`src/rtl/exc_ctrl_if.sv`:
```
// rtl/exc_ctrl_if.sv - M-stage exception, ERET and CP0 access bus between pipeline and exc_ctrl
//
// Signals:
//   m_valid, pc_m, bd_m          M-stage instruction qualifier, PC, delay-slot flag
//   exc_valid_m, exc_code_m      synchronous exception raised by the M-stage instruction
//   eret_m                       M-stage instruction is ERET
//   hw_int[5:0]                  level-sensitive external interrupt lines
//   cp0_we, cp0_addr, cp0_wdata  MTC0 write port
//   cp0_rdata                    MFC0 read data (combinational on cp0_addr)
//   req                          take-exception pulse (PC loads handler vector, pipeline flushes)
//   eret_redirect, epc_out       ERET redirect and its target
// Modports: master = pipeline side, slave = exc_ctrl side.
interface exc_ctrl_if;
    logic        m_valid;
    logic [31:0] pc_m;
    logic        bd_m;
    logic        exc_valid_m;
    logic [4:0]  exc_code_m;
    logic        eret_m;
    logic [5:0]  hw_int;
    logic        cp0_we;
    logic [4:0]  cp0_addr;
    logic [31:0] cp0_wdata;
    logic [31:0] cp0_rdata;
    logic        req;
    logic        eret_redirect;
    logic [31:0] epc_out;

    modport master (
        output m_valid, pc_m, bd_m, exc_valid_m, exc_code_m, eret_m, hw_int,
        output cp0_we, cp0_addr, cp0_wdata,
        input  cp0_rdata, req, eret_redirect, epc_out
    );

    modport slave (
        input  m_valid, pc_m, bd_m, exc_valid_m, exc_code_m, eret_m, hw_int,
        input  cp0_we, cp0_addr, cp0_wdata,
        output cp0_rdata, req, eret_redirect, epc_out
    );
endinterface

```
`src/rtl/exc_ctrl.sv`:
```
// rtl/exc_ctrl.sv - CP0 exception controller: SR/Cause/EPC, exception entry and ERET return
//
// Ports:
//   clk    in  single clock, all state updates on the rising edge
//   reset  in  asynchronous active-low reset, clears all state immediately
//   bus    exc_ctrl_if.slave (M-stage inputs, CP0 port, req/eret_redirect/epc_out)
// Registers: SR (12) IM[15:10] EXL[1] IE[0]; Cause (13) BD[31] IP[15:10] ExcCode[6:2]; EPC (14).
// Optional feature: define INT_SYNC_EN to pass hw_int through a 2-flop synchronizer
// (ip lags hw_int by 2 cycles); otherwise ip follows hw_int combinationally.
module exc_ctrl (
    input  logic      clk,
    input  logic      reset,
    exc_ctrl_if.slave bus
);
    localparam logic [4:0] ADDR_SR    = 5'd12;
    localparam logic [4:0] ADDR_CAUSE = 5'd13;
    localparam logic [4:0] ADDR_EPC   = 5'd14;

    // The FSM state is the SR.EXL bit itself.
    typedef enum logic {NORMAL = 1'b0, HANDLER = 1'b1} state_t;

    state_t      state_q, state_nx;
    logic [5:0]  im_q;
    logic        ie_q;
    logic        bd_q;
    logic [5:0]  ip_q;
    logic [4:0]  code_q;
    logic [31:0] epc_q;

    logic [5:0]  ip;
    logic        exl;
    logic        int_pend;
    logic        take;
    logic        eret_take;
    logic        wr_sr;
    logic        wr_epc;

`ifdef INT_SYNC_EN
    logic [5:0] sync1_q, sync2_q;

    always_ff @(posedge clk or negedge reset) begin
        if (!reset) begin
            sync1_q <= '0;
            sync2_q <= '0;
        end else begin
            sync1_q <= bus.hw_int;
            sync2_q <= sync1_q;
        end
    end

    assign ip = sync2_q;
`else
    assign ip = bus.hw_int;
`endif

    assign exl      = (state_q == HANDLER);
    assign int_pend = (|(ip & im_q)) & ie_q & ~exl;

    // Gating with reset keeps both pulses low while reset is held.
    assign take      = reset & bus.m_valid & ~exl & (int_pend | bus.exc_valid_m);
    assign eret_take = reset & bus.m_valid & bus.eret_m & ~take;

    // An exception in the same cycle wins over an MTC0.
    assign wr_sr  = bus.cp0_we & ~take & (bus.cp0_addr == ADDR_SR);
    assign wr_epc = bus.cp0_we & ~take & (bus.cp0_addr == ADDR_EPC);

    // State register
    always_ff @(posedge clk or negedge reset) begin
        if (!reset) begin
            state_q <= NORMAL;
        end else begin
            state_q <= state_nx;
        end
    end

    // Next state: exception entry, then ERET return (which overrides an
    // MTC0 to EXL in the same cycle), then a plain MTC0 to SR.EXL.
    always_comb begin
        state_nx = state_q;
        if (take) begin
            state_nx = HANDLER;
        end else if (eret_take) begin
            state_nx = NORMAL;
        end else if (wr_sr) begin
            state_nx = state_t'(bus.cp0_wdata[1]);
        end
    end

    // CP0 datapath registers
    always_ff @(posedge clk or negedge reset) begin
        if (!reset) begin
            im_q   <= '0;
            ie_q   <= 1'b0;
            bd_q   <= 1'b0;
            ip_q   <= '0;
            code_q <= '0;
            epc_q  <= '0;
        end else begin
            ip_q <= ip;
            if (take) begin
                bd_q   <= bus.bd_m;
                code_q <= int_pend ? 5'd0 : bus.exc_code_m;
                epc_q  <= bus.bd_m ? (bus.pc_m - 32'd4) : bus.pc_m;
            end else begin
                if (wr_sr) begin
                    im_q <= bus.cp0_wdata[15:10];
                    ie_q <= bus.cp0_wdata[0];
                end
                if (wr_epc) begin
                    epc_q <= {bus.cp0_wdata[31:2], 2'b00};
                end
            end
        end
    end

    // Outputs
    always_comb begin
        bus.req           = take;
        bus.eret_redirect = eret_take;
        // ERET sees an MTC0 to EPC issued in the same cycle.
        if (bus.cp0_we && (bus.cp0_addr == ADDR_EPC)) begin
            bus.epc_out = {bus.cp0_wdata[31:2], 2'b00};
        end else begin
            bus.epc_out = epc_q;
        end
        case (bus.cp0_addr)
            ADDR_SR:    bus.cp0_rdata = {16'h0000, im_q, 8'h00, exl, ie_q};
            ADDR_CAUSE: bus.cp0_rdata = {bd_q, 15'h0000, ip_q, 3'b000, code_q, 2'b00};
            ADDR_EPC:   bus.cp0_rdata = epc_q;
            default:    bus.cp0_rdata = 32'h0000_0000;
        endcase
    end

    logic unused_wdata;
    assign unused_wdata = ^{bus.cp0_wdata[31:16], bus.cp0_wdata[9:2]};

endmodule

```
`src/flat_wrapper.sv`:
```
// flat-port wrapper written by rule: the top's interface ports become plain ports
module exc_ctrl_flat 
  (clk, reset, bus_m_valid, bus_pc_m, bus_bd_m, bus_exc_valid_m, bus_exc_code_m, bus_eret_m, bus_hw_int, bus_cp0_we, bus_cp0_addr, bus_cp0_wdata, bus_cp0_rdata, bus_req, bus_eret_redirect, bus_epc_out);
  exc_ctrl_if bus_i ();
  input  logic clk;
  input  logic reset;
  input wire logic [$bits(bus_i.m_valid)-1:0] bus_m_valid;
  input wire logic [$bits(bus_i.pc_m)-1:0] bus_pc_m;
  input wire logic [$bits(bus_i.bd_m)-1:0] bus_bd_m;
  input wire logic [$bits(bus_i.exc_valid_m)-1:0] bus_exc_valid_m;
  input wire logic [$bits(bus_i.exc_code_m)-1:0] bus_exc_code_m;
  input wire logic [$bits(bus_i.eret_m)-1:0] bus_eret_m;
  input wire logic [$bits(bus_i.hw_int)-1:0] bus_hw_int;
  input wire logic [$bits(bus_i.cp0_we)-1:0] bus_cp0_we;
  input wire logic [$bits(bus_i.cp0_addr)-1:0] bus_cp0_addr;
  input wire logic [$bits(bus_i.cp0_wdata)-1:0] bus_cp0_wdata;
  output wire logic [$bits(bus_i.cp0_rdata)-1:0] bus_cp0_rdata;
  output wire logic [$bits(bus_i.req)-1:0] bus_req;
  output wire logic [$bits(bus_i.eret_redirect)-1:0] bus_eret_redirect;
  output wire logic [$bits(bus_i.epc_out)-1:0] bus_epc_out;
  assign bus_i.m_valid = bus_m_valid;
  assign bus_i.pc_m = bus_pc_m;
  assign bus_i.bd_m = bus_bd_m;
  assign bus_i.exc_valid_m = bus_exc_valid_m;
  assign bus_i.exc_code_m = bus_exc_code_m;
  assign bus_i.eret_m = bus_eret_m;
  assign bus_i.hw_int = bus_hw_int;
  assign bus_i.cp0_we = bus_cp0_we;
  assign bus_i.cp0_addr = bus_cp0_addr;
  assign bus_i.cp0_wdata = bus_cp0_wdata;
  assign bus_cp0_rdata = bus_i.cp0_rdata;
  assign bus_req = bus_i.req;
  assign bus_eret_redirect = bus_i.eret_redirect;
  assign bus_epc_out = bus_i.epc_out;
  exc_ctrl u_core (.clk(clk), .reset(reset), .bus(bus_i));
endmodule
```
`config.mk`:
```
export PLATFORM = sky130hd
export DESIGN_NAME = exc_ctrl_flat
export DESIGN_NICKNAME = d
export VERILOG_FILES = /design/src/rtl/exc_ctrl_if.sv /design/src/rtl/exc_ctrl.sv /design/src/flat_wrapper.sv
export SDC_FILE = /design/constraint.sdc
export NUM_CORES = 1
export LEC_CHECK = 0
export CAP_MARGIN = 20
export CORE_MARGIN = 1.5
export CORE_UTILIZATION = 42
export DETAILED_ROUTE_END_ITERATION = 8
export PLACE_DENSITY_LB_ADDON = 0.08
export SYNTH_ARGS = -nofsm -noshare
export SYNTH_HDL_FRONTEND = slang
export SYNTH_SLANG_ARGS = --single-unit
```
`constraint.sdc`:
```
create_clock -name clk -period 2.4 [get_ports clk]
set_clock_uncertainty 0.05 [all_clocks]
set_input_delay 0.24 -clock clk [delete_from_list [all_inputs] [get_ports clk]]
set_output_delay 0.24 -clock clk [all_outputs]
set_load 0.01 [all_outputs]
```
==> qor.csv <==
stage,metric,value,unit
logic_synthesis,ys_async_sr_fraction,1.000,
cells_and_area,instances_no_fill,575,
critical_path,critPathMaxStageDelay,390,ps
timing,slew-limit-headroom,0.7029,
drt,finalWirelength,9536,µm
power_and_ir_drop,peakVddDrop,381.8,µV
critical_path,critPathLaunchType,input pin,
global_routing,grt_util_all_layers,0.2329,
logic_synthesis,synth-seq-area-share,0.3936,
placed_design,portBuffers,152,
power_and_ir_drop,power_density,627.9,nW/µm²
logic_synthesis,syn_area_per_cell,10.98,µm²
global_routing,grt_pass1_wl,15610,µm
cts,clk_pin_slew,110,ps
power_and_ir_drop,power.switching,1.016,mW
cts,clock_path_buffers,2,
die,chipWidth,91.72,µm
power_and_ir_drop,power_frac_seq,0.396,
placed_design,place_area,5114,µm²
power_and_ir_drop,p_leak,2.439,nW
timing,drv_slew,0,
cts,cts_tree,done,
critical_path,critPathBufInv,3,
critical_path,critPathArrivalTime,2080,ps
logic_synthesis,synthTopCellsByArea,"dfrtp_1 39%, mux2_2 14%, mux2_1 9.2%, xnor2_1 5.8%, and3_1 3.8%",
global_routing,antenna_found_initial,0,
die,fp-row-count,32,
cells_and_area,final_cell_area,5279,µm²
critical_path,crit_type,in2out,
placed_design,dp.cells,565,
critical_path,path_max_fanout,18,
power_and_ir_drop,internal_power,2.299,mW
die,core_area,7687,µm²
job,drv_cap,0,
logic_synthesis,syn-num-nets,389,
timing,timing.setup.tns,0,ps
logic_synthesis,synth.distinct_cells,44,
power_and_ir_drop,swShare,0.3064,
drt,avgViaCountPerCell,5.094,
timing,hold_violations,0,
critical_path,endpoint_kind,primary output,
placed_design,gp_congestion,0.7736,
critical_path,cp_top_family,buffers and inverters,
global_routing,grt_max_degree,34,
timing,period_minus_slack,2368,ps
cells_and_area,final_nets,560,
cts,cts_made_buffers,5,
logic_synthesis,synth.most_common_cell,dfrtp_1,
drt,drc,0,
cts,clk_latency,310,ps
cts,root_buffer,clkbuf_8,
timing,tightest_slew,443.2,ps
drt,routedWlPerCell,16.58,µm
critical_path,required,2110,ps
global_routing,grt_overflow,0,
status,status,finished clean,
critical_path,slowest_stage,clkdlybuf4s50_1,
die,ioPinCount,153,
logic_synthesis,yosysTopAreaCellShare,0.3936,
die,die_y,91.72,µm
drt,first_iter_violations,64,
die,die-area,8412,µm²
cells_and_area,drive_gt1_frac,0.2262,
timing,finalSetupViolations,0,
drt,antenna_left,0,
timing,fmax,0.4223,GHz
power_and_ir_drop,p_comb_frac,0.411,
logic_synthesis,synth_common_cells,"52 x dfrtp_1, 42 x mux2_2, 27 x mux2_1, 22 x xnor2_1, 20 x and3_1",
die,initial_utilization,0.4300,
logic_synthesis,yosys_warnings,0,
drt,num_vias,2929,
hold_path,worstHoldPathType,in2reg,
critical_path,r2r_setup_slack,370,ps
cells_and_area,syn_to_final_growth,59.69,%
drt,dr.pass1.iters,4,
logic_synthesis,synth_top_area_cell,dfrtp_1,
logic_synthesis,syn-cell-area,3306,µm²
logic_synthesis,synth_edf_count,0,
placed_design,hpwl,7352,µm
global_routing,grt_pass1_vias,3146,
cts,cts_sinks,52,
logic_synthesis,ys_ff_latch,52,
cells_and_area,final_core_util,0.6867,
timing,finalCritPeriodShare,0.9866,
cells_and_area,n_antenna_cell,0,
timing,holdWs,339.0,ps
logic_synthesis,synth_flop_cell,dfrtp_1,
critical_path,path_cells,clkdlybuf4s50_1 -> nand3b_1 -> nor2_2 -> and3_4 -> buf_12 -> mux2_2 -> dlygate4sd2_1,
logic_synthesis,synthCells,301,
cts,htree_levels,2,
power_and_ir_drop,pwr-share-clk,0.193,
timing,rsz0062_at_grt,yes,
## power by group through the flow
| stage | sequential [mW] | combinational (mW) | clock [mW] |
|---|---|---|---|
| global placement | 1.32 | 1.47 | 0 |
| CTS | 1.31 | 1.36 | 0.651 |
| floorplan | 1.26 | 0.701 | 0 |
| detailed placement | 1.32 | 1.49 | 0 |
| global route | 1.34 | 1.48 | 0.684 |
| finish | 1.31 | 1.36 | 0.640 |
## kinds of logic after synthesis
| logic type | after synthesis | synth area share |
|---|---|---|
| AO/OA/AOI/OAI | 24 | 0.05147 |
| XOR/XNOR | 29 | 0.07683 |
| adder cells (fa/ha/maj) | 1 | 0.003784 |
| buffers and inverters | 23 | 0.03255 |
| flip-flops | 52 | 0.3936 |
| multiplexers | 78 | 0.2623 |
| AND/OR/NAND/NOR | 94 | 0.1794 |
## repair_timing
| action | CTS | global route |
|---|---|---|
| gates resized for setup | 39 | 29 |
| hold buffers | 1 | 0 |
| setup endpoints to repair | 43 | 19 |
| endpoints found under the hold margin | 52 | 0 |
| buffers inserted | 0 | 1 |
| pin swaps | 0 | 1 |
## per-stage QoR
stage	total power, mW	setup WS, ps
after floorplan	1.964	507.9
after global placement	2.788	-149.0
after detailed placement	2.816	-167.6
after CTS	3.314	-9.566
after global routing	3.507	-20.41
final	3.315	32.18
## state kept, by name, summed over array words and instances (netlist names)
register,flops
u_core.im_q,6
u_core.code_q,5
u_core.ie_q,1
u_core.epc_q,32
u_core.exl,1
u_core.bd_q,1
u_core.ip_q,6
## metal layers
layer	routed length, µm	vias to the layer above	track usage
li1	-	1422	-
met2	4733	96	0.4223
met4	50	0	0.03590
met1	4141	1406	0.2875
met5	0	-	0
met3	610	5	0.05141
## worst paths after layout
kind / from / to / depth (start not counted)
setup / recovery: bus_cp0_addr[4] / bus_epc_out[9] / 7
hold reg to reg: u_core.bd_q$_DFFE_PN0N_ / u_core.bd_q$_DFFE_PN0N_ / 2
setup reg to reg: u_core.im_q[2]$_DFFE_PN0P_ / u_core.im_q[0]$_DFFE_PN0P_ / 6
hold / removal: bus_hw_int[5] / u_core.ip_q[5]$_DFF_PN0_ / 1
min in group asynchronous: reset / u_core.ip_q[0]$_DFF_PN0_ / 3
max in group asynchronous: reset / u_core.epc_q[6]$_DFFE_PN0P_ / 3
## placed cells by master (no fill, tap or decap), types with 2 or more instances in the layout
cell / instances
a22o_1: 11
clkbuf_8: 5
o21ai_1: 3
xnor2_1: 22
nand3_1: 6
buf_4: 26
mux2i_1: 9
and2_1: 2
a22oi_1: 3
clkdlybuf4s15_1: 2
o21ai_0: 4
nand2_1: 18
or3_4: 2
nand2b_1: 2
and4bb_1: 2
and3_1: 19
nor2_2: 2
nor2_1: 14
nor4_1: 2
dlymetal6s2s_1: 12
nor2b_1: 2
buf_12: 3
nand4b_1: 5
mux2_2: 53
inv_1: 3
mux2_1: 16
clkdlybuf4s50_1: 109
xor2_1: 7
nand3b_1: 4
dfrtp_1: 52
dlygate4sd2_1: 28
## final cells by class
| class | count | area [µm²] |
|---|---|---|
| clock buffer | 5 | 68.82 |
| multi-input combinational | 226 | 1928 |
| timing repair buffer | 183 | 1792 |
| fill | 634 | 2409 |
| clock inverter | 3 | 46.29 |
| sequential | 52 | 1301 |
| inverter | 4 | 15.01 |
| tap | 102 | 127.6 |
Power figures use the tool's default switching activity.
